===== src/rtl/seg7_pkg.sv =====
// Shared constants and helpers for the seg7 scan display.
// Provides the hex segment table, segment bit indices and clog2.
package seg7_pkg;

   localparam int SEG_A = 0;
   localparam int SEG_B = 1;
   localparam int SEG_C = 2;
   localparam int SEG_D = 3;
   localparam int SEG_E = 4;
   localparam int SEG_F = 5;
   localparam int SEG_G = 6;

   // Active-high g..a patterns, entry 15 first.
   localparam logic [15:0][6:0] HEX_SEG = {
      7'b1110001, 7'b1111001, 7'b1011110, 7'b1011000,
      7'b1111100, 7'b1110111, 7'b1101111, 7'b1111111,
      7'b0000111, 7'b1111101, 7'b1101101, 7'b1100110,
      7'b1001111, 7'b1011011, 7'b0000110, 7'b0111111
   };

   function automatic int clog2(input int n);
      int r;
      r = 0;
      for (int v = n - 1; v > 0; v = v >> 1)
         r++;
      return r;
   endfunction

endpackage


===== src/rtl/seg7_scan_display_if.sv =====
// User-side and pin-side signal bundle of the scan display.
// slave: driver view (inputs load/value/dp/blank_lz/enable, outputs pins).
interface seg7_scan_display_if #(
   parameter int DIGITS = 4
);
   logic                  load;
   logic [4*DIGITS-1:0]   value;
   logic [DIGITS-1:0]     dp;
   logic                  blank_lz;
   logic                  enable;
   logic [6:0]            seg;
   logic                  seg_dp;
   logic [DIGITS-1:0]     digit_en;
   logic                  frame_done;

   modport master (
      output load, value, dp, blank_lz, enable,
      input  seg, seg_dp, digit_en, frame_done
   );

   modport slave (
      input  load, value, dp, blank_lz, enable,
      output seg, seg_dp, digit_en, frame_done
   );
endinterface


===== src/rtl/hex_to_seg7.sv =====
// Hex nibble to active-high 7-segment pattern (bit0=a .. bit6=g).
// Ports: nibble in (4), seg out (7).
module hex_to_seg7
   import seg7_pkg::*;
(
   input  logic [3:0] nibble,
   output logic [6:0] seg
);
   assign seg = HEX_SEG[nibble];
endmodule


===== src/rtl/seg7_scan_display.sv =====
// Time-multiplexed multi-digit 7-segment driver with frame-synced update.
// Ports: clock, reset_n, bus (slave: load/value/dp/blank_lz/enable -> pins).
module seg7_scan_display
   import seg7_pkg::*;
#(
   parameter int DIGITS         = 4,
   parameter int PRESCALE       = 12000,
   parameter int SEG_ACTIVE_LOW = 0,
   parameter int DIG_ACTIVE_LOW = 1
) (
   input  logic             clock,
   input  logic             reset_n,
   seg7_scan_display_if.slave bus
);
   localparam int PW = clog2(PRESCALE);
   localparam int IW = (DIGITS > 1) ? clog2(DIGITS) : 1;
   localparam logic SAL = (SEG_ACTIVE_LOW != 0);
   localparam logic DAL = (DIG_ACTIVE_LOW != 0);

   logic [PW-1:0]         ps;
   logic [IW-1:0]         idx;
   logic [4*DIGITS-1:0]   stg_val;
   logic [DIGITS-1:0]     stg_dp;
   logic [4*DIGITS-1:0]   disp_val;
   logic [DIGITS-1:0]     disp_dp;
   logic                  pending;
   logic                  fd_r;
   logic [6:0]            seg_r;
   logic                  dp_r;
   logic [DIGITS-1:0]     dig_r;

   logic                  tick;
   logic                  last;
   logic                  boundary;
   logic                  apply;
   logic [4*DIGITS-1:0]   vsh;
   logic [DIGITS-1:0]     dsh;
   logic [DIGITS-1:0]     bsh;
   logic [DIGITS-1:0]     blank;
   logic [DIGITS-1:0]     onehot;
   logic [3:0]            nib;
   logic [6:0]            hex_seg;
   logic                  zeros;

   assign tick     = bus.enable && (ps == PW'(PRESCALE - 1));
   assign last     = (idx == IW'(DIGITS - 1));
   assign boundary = tick && last;
   // While off there is no scan to tear, so staged data goes straight in.
   assign apply    = pending && (boundary || !bus.enable);

   assign vsh    = disp_val >> {idx, 2'b00};
   assign dsh    = disp_dp >> idx;
   assign bsh    = blank >> idx;
   assign nib    = vsh[3:0];
   assign onehot = DIGITS'(1) << idx;

   // Digit i blanks when it and all higher nibbles are zero; digit 0 never.
   always_comb begin
      blank = '0;
      zeros = 1'b1;
      for (int i = DIGITS - 1; i >= 0; i--) begin
         zeros = zeros && (disp_val[4*i +: 4] == 4'h0);
         if (i > 0)
            blank[i] = zeros && bus.blank_lz;
      end
   end

   hex_to_seg7 u_hex (
      .nibble (nib),
      .seg    (hex_seg)
   );

   always_ff @(posedge clock or negedge reset_n) begin
      if (!reset_n) begin
         ps       <= '0;
         idx      <= '0;
         stg_val  <= '0;
         stg_dp   <= '0;
         disp_val <= '0;
         disp_dp  <= '0;
         pending  <= 1'b0;
         fd_r     <= 1'b0;
         seg_r    <= '0;
         dp_r     <= 1'b0;
         dig_r    <= '0;
      end else begin
         fd_r <= boundary;

         if (!bus.enable) begin
            ps  <= '0;
            idx <= '0;
         end else if (tick) begin
            ps  <= '0;
            idx <= last ? '0 : idx + IW'(1);
         end else begin
            ps  <= ps + PW'(1);
         end

         if (apply) begin
            disp_val <= stg_val;
            disp_dp  <= stg_dp;
         end

         // A load coinciding with apply stays pending for the next frame.
         if (bus.load) begin
            stg_val <= bus.value;
            stg_dp  <= bus.dp;
            pending <= 1'b1;
         end else if (apply) begin
            pending <= 1'b0;
         end

         if (bus.enable) begin
            seg_r <= bsh[0] ? 7'd0 : hex_seg;
            dp_r  <= dsh[0];
            dig_r <= onehot;
         end else begin
            seg_r <= '0;
            dp_r  <= 1'b0;
            dig_r <= '0;
         end
      end
   end

   // Pin polarity is applied after the registers only.
   assign bus.seg        = seg_r ^ {7{SAL}};
   assign bus.seg_dp     = dp_r ^ SAL;
   assign bus.digit_en   = dig_r ^ {DIGITS{DAL}};
   assign bus.frame_done = fd_r;

endmodule

===== src/flat_wrapper.sv =====
// flat-port wrapper written by rule: the top's interface ports become plain ports
module seg7_scan_display_flat import seg7_pkg::*;
#(
   parameter int DIGITS         = 4,
   parameter int PRESCALE       = 12000,
   parameter int SEG_ACTIVE_LOW = 0,
   parameter int DIG_ACTIVE_LOW = 1
)
  (clock, reset_n, bus_load, bus_value, bus_dp, bus_blank_lz, bus_enable, bus_seg, bus_seg_dp, bus_digit_en, bus_frame_done);
  seg7_scan_display_if #(.DIGITS(DIGITS)) bus_i ();
  input  logic clock;
  input  logic reset_n;
  input wire logic [$bits(bus_i.load)-1:0] bus_load;
  input wire logic [$bits(bus_i.value)-1:0] bus_value;
  input wire logic [$bits(bus_i.dp)-1:0] bus_dp;
  input wire logic [$bits(bus_i.blank_lz)-1:0] bus_blank_lz;
  input wire logic [$bits(bus_i.enable)-1:0] bus_enable;
  output wire logic [$bits(bus_i.seg)-1:0] bus_seg;
  output wire logic [$bits(bus_i.seg_dp)-1:0] bus_seg_dp;
  output wire logic [$bits(bus_i.digit_en)-1:0] bus_digit_en;
  output wire logic [$bits(bus_i.frame_done)-1:0] bus_frame_done;
  assign bus_i.load = bus_load;
  assign bus_i.value = bus_value;
  assign bus_i.dp = bus_dp;
  assign bus_i.blank_lz = bus_blank_lz;
  assign bus_i.enable = bus_enable;
  assign bus_seg = bus_i.seg;
  assign bus_seg_dp = bus_i.seg_dp;
  assign bus_digit_en = bus_i.digit_en;
  assign bus_frame_done = bus_i.frame_done;
  seg7_scan_display #(.DIGITS(DIGITS), .PRESCALE(PRESCALE), .SEG_ACTIVE_LOW(SEG_ACTIVE_LOW), .DIG_ACTIVE_LOW(DIG_ACTIVE_LOW)) u_core (.clock(clock), .reset_n(reset_n), .bus(bus_i));
endmodule

===== config.mk =====
export PLATFORM = sky130hd
export DESIGN_NAME = seg7_scan_display_flat
export DESIGN_NICKNAME = d
export VERILOG_FILES = /design/src/rtl/seg7_pkg.sv /design/src/rtl/seg7_scan_display_if.sv /design/src/rtl/hex_to_seg7.sv /design/src/rtl/seg7_scan_display.sv /design/src/flat_wrapper.sv
export SDC_FILE = /design/constraint.sdc
export NUM_CORES = 1
export LEC_CHECK = 0
export CORE_MARGIN = 4
export CORE_UTILIZATION = 30
export CTS_CLUSTER_SIZE = 24
export DETAILED_ROUTE_END_ITERATION = 8
export GPL_ROUTABILITY_DRIVEN = 0
export GPL_TIMING_DRIVEN = 0
export SYNTH_ARGS = -nofsm -noshare
export SYNTH_HDL_FRONTEND = slang
export SYNTH_HIERARCHICAL = 1
export SYNTH_SLANG_ARGS = --single-unit

===== constraint.sdc =====
create_clock -name clock -period 5.3 [get_ports clock]
set_clock_uncertainty 0.05 [all_clocks]
set_input_delay 0.795 -clock clock [delete_from_list [all_inputs] [get_ports clock]]
set_output_delay 0.795 -clock clock [all_outputs]
set_load 0.01 [all_outputs]

==> impl_summary.log <==
INFO  metric outcome = completed
INFO  metric cts.root.buffer_cell = clkbuf_8
INFO  metric reg2regPathDepth = 7
INFO  metric power.sequential.fraction = 0.503
INFO  metric clock_sinks = 70
INFO  metric cell_internal_pwr = 0.000920 W
INFO  metric pwr_density_cell = between 300 and 400 nW/µm²
INFO  metric cts.clk_slew.worst_paths = 0.08 ns
INFO  metric vertical_extent_of_the_die = around 110 µm
INFO  metric diodes_inserted = 0
INFO  metric ctsHoldBuffers = 0
INFO  metric drtAntennaViolNets = 0
INFO  metric detailedRoute.firstIterationViolations = 58
INFO  metric wl_per_cell = 13.3 µm
INFO  metric final-setup-viol-count = 0
INFO  metric area.growth.synth_to_final = 21.3%
INFO  metric worst_r2r_startpoint = u_core/idx[0]
INFO  metric fin_crit_sh = 0.528
INFO  metric critical_path_arrival = 2.94 ns
INFO  metric design.die.area = between 10000 and 15000 µm²
INFO  metric clock_path_buffers = 2
INFO  metric post-route-drc-count = 0
INFO  metric grt_max_degree = 71
INFO  metric synth_common_cells = 70 x dfrtp_1, 23 x nor2_1, 20 x mux2_2, 20 x mux2_4, 16 x inv_1
INFO  metric rsz0062_at_grt = false
INFO  metric synth_top_cell_by_area = dfrtp_1
INFO  metric min-delay-path-class = flop to flop
INFO  metric syn_inst = 257
INFO  metric hold_path_startpoint = u_core/ps[0]
INFO  metric post_route_total_power = 0.00126 W
INFO  metric num_rows = 38
INFO  metric place_ws = 2.34 ns
INFO  metric power_frac_clock = 0.307
INFO  metric setup.worst_path.start_class = flop
INFO  metric fmax = between 300 and 400 MHz
INFO  metric r2r-end = u_core/bus.seg[3]
INFO  metric grt_most_used_layer = met2
INFO  metric dr.pass1.iters = 4
INFO  metric via_count = 2008
INFO  metric pwr-share-comb = 0.190
INFO  metric critPathLaunch = u_core/idx[0]
INFO  metric hold_viol_final = 0
INFO  metric design.final.nets = 341
INFO  metric fin_ws = about 2.5 ns
INFO  metric wl = between 5 and 6 mm
INFO  metric crit_path_end = u_core/bus.seg[3]
INFO  metric cp_data_required_time = 5.44 ns
INFO  metric tritoncts_clock_tree = built
INFO  metric crit_path_max_fanout = 10
INFO  metric use_met1 = 0.137
INFO  metric fillers = about 1100
INFO  metric fraction_of_final_layout_cells_sized_beyond_drive_strength_1 = 0.239
INFO  metric grtUsageMet3 = 0.0278
INFO  metric grt_use_total = 0.104
INFO  metric synth.net_count = roughly 300
INFO  metric synth_largest_type_area_fraction = 0.527
INFO  metric synth.distinct_cells = 38
INFO  metric postSynthAreaPerCell = 12.9 µm²
INFO  metric start_util = 0.307
INFO  metric grt_util_met2 = 0.161
INFO  metric synth.most_common_cell = dfrtp_1
INFO  metric ir_drop = between 100 and 150 µV
INFO  metric leakage = approximately 1.7 nW
INFO  metric cts_inserted_buffers = 9
INFO  metric max_slew_margin = 0.389
INFO  metric synth.area.top_cells = dfrtp_1 53%, mux2_4 9.0%, mux2_2 6.8%
INFO  metric buffer_ports.inserted = 36
INFO  metric synthFlopType = dfrtp_1
INFO  metric synth-seq-area-share = 0.527
INFO  metric setup_total_negative_slack = 0 ns
INFO  metric htreeDepth = 3
INFO  metric syn-cell-area = approximately 3300 µm²
INFO  metric final-max-slew-violation-count = 0
INFO  metric core = about 11000 µm²
INFO  metric synth-edff-count = 0
INFO  metric grt-ovfl-total = 0
INFO  metric min_period = around 2.8 ns
INFO  metric switching_share = 0.267
INFO  metric cts_resized = 0
INFO  metric timing.critical_path.to_type = flop
INFO  metric ys_async_sr_fraction = 1.00
INFO  metric insertion_delay = ~0.34 ns
INFO  metric die_width = between 100 and 150 µm
INFO  metric ys.warnings.count = 6
INFO  metric netSwitchingPower = 0.000335 W
INFO  metric grt_pass1_wl = approximately 11 mm
INFO  metric ioPinCount = 38
INFO  metric cap_violations = 0
INFO  metric via_per_inst = approximately 4.5
INFO  metric worst-slew-pin-transition = 0.912 ns
INFO  metric ys_seq_elements = 70
INFO  metric grt_pass1_vias = 2128
INFO  metric finish.utilization = 0.372
INFO  metric cts_setup_buffers = 0
INFO  metric initial_antenna_violation_count = 0
INFO  metric ff2ff_setup_slack = roughly 2.5 ns
INFO  metric dp_hpwl = between 4 and 5 mm
INFO  metric critPathKind = flop to flop
-- power by group through the flow --
stage / registers, W / logic, W / clock network, W
6_report: 0.000631 / 0.000239 / 0.000385
5_1_grt: 0.000640 / 0.000263 / 0.000427
4_1_cts: 0.000632 / 0.000242 / 0.000405
3_5_place_dp: 0.000643 / 0.000242 / 0
3_3_place_gp: 0.000640 / 0.000236 / 0
2_1_floorplan: 0.000634 / 0.000159 / 0
-- cells in the final DEF, fill, tap and decap left out, types with 2 or more instances in the layout --
cell | Yosys | layout
a21oi_1 | 2 | 2
and2_1 | 7 | 7
buf_2 | 2 | 2
buf_4 | 1 | 2
buf_6 | 2 | 2
clkbuf_1 | 6 | 7
clkbuf_8 | 0 | 10
clkdlybuf4s50_1 | 0 | 35
clkinv_2 | 0 | 2
clkinvlp_4 | 0 | 2
dfrtp_1 | 70 | 70
ha_1 | 12 | 12
inv_1 | 16 | 16
mux2_2 | 20 | 20
mux2_4 | 20 | 20
mux2i_1 | 2 | 2
mux4_2 | 7 | 7
nand2_1 | 12 | 12
nand2b_1 | 5 | 5
nand3_1 | 7 | 7
nand4_1 | 3 | 3
nor2_1 | 23 | 23
nor2b_1 | 5 | 5
nor3_1 | 2 | 2
nor4_1 | 6 | 6
o31ai_1 | 2 | 2
xnor2_1 | 10 | 10
-- worst min-delay path by stage --
stage                              end  cells past startpoint
after floorplan           u_core/ps[0]                      1
after global placement    u_core/ps[0]                      1
after detailed placement  u_core/ps[0]                      1
after CTS                 u_core/ps[0]                      1
after global routing      u_core/ps[0]                      1
final                     u_core/ps[0]                      1
-- flip-flops by register name (all words and copies together) (netlist names) --
register and flops:
u_core/bus.seg 7, u_core/idx 2, u_core/bus.frame_done 1, u_core/pending 1, u_core/ps 14, u_core/disp_dp 4, u_core/disp_val 16, u_core/dig_r 4
u_core/bus.seg_dp 1, u_core/stg_dp 4, u_core/stg_val 16
-- cells by family (layout without fill, tap and decap cells) --
| group | count (synthesis) | count (layout) | share of synthesized area |
|---|---|---|---|
| XOR/XNOR | 11 | 11 | 0.0290 |
| AND/OR/NAND/NOR | 74 | 74 | 0.118 |
| AO/OA/AOI/OAI | 13 | 13 | 0.0316 |
| multiplexers | 49 | 49 | 0.212 |
| flip-flops | 70 | 70 | 0.527 |
| adder cells (fa/ha/maj) | 12 | 12 | 0.0452 |
| buffers and inverters | 28 | 80 | 0.0380 |
-- layer usage --
| metal | vias up | share of wire |
|---|---|---|
| met1 | 986 | 0.48 |
| met5 | - | 0 |
| met2 | 35 | 0.47 |
| met3 | 10 | 0.032 |
| li1 | 977 | - |
| met4 | 0 | 0.019 |
-- stage by stage --
stage,hold slack [ns],cells,instance area (µm²)
after floorplan,0.405,257,3320
after global placement,0.425,433,3860
after detailed placement,0.430,433,3860
after CTS,0.440,449,4030
after global routing,0.474,449,4030
final,0.443,449,4030
-- cell type report --
class | count | area (µm²) | area share
clock buffers | 11 | 141 | 0.0351
plain buffers | 11 | 62.6 | 0.0155
flip-flops and latches | 70 | 1750 | 0.434
inverters | 17 | 63.8 | 0.0158
multi-input cells | 159 | 1450 | 0.359
well taps | 140 | 175 | 0.0434
repair buffers | 36 | 358 | 0.0887
clock inverters | 5 | 33.8 | 0.00838
-- worst max-delay path, stage by stage, from the launching register on --
cell      delay, ns
dfrtp_1        0.38
clkbuf_1       0.50
mux4_2         0.69
inv_1          0.16
ha_1           0.27
mux4_2         0.47
nand2_1        0.08
nor2_1         0.04
No activity file was read; power rests on OpenSTA's default activity.
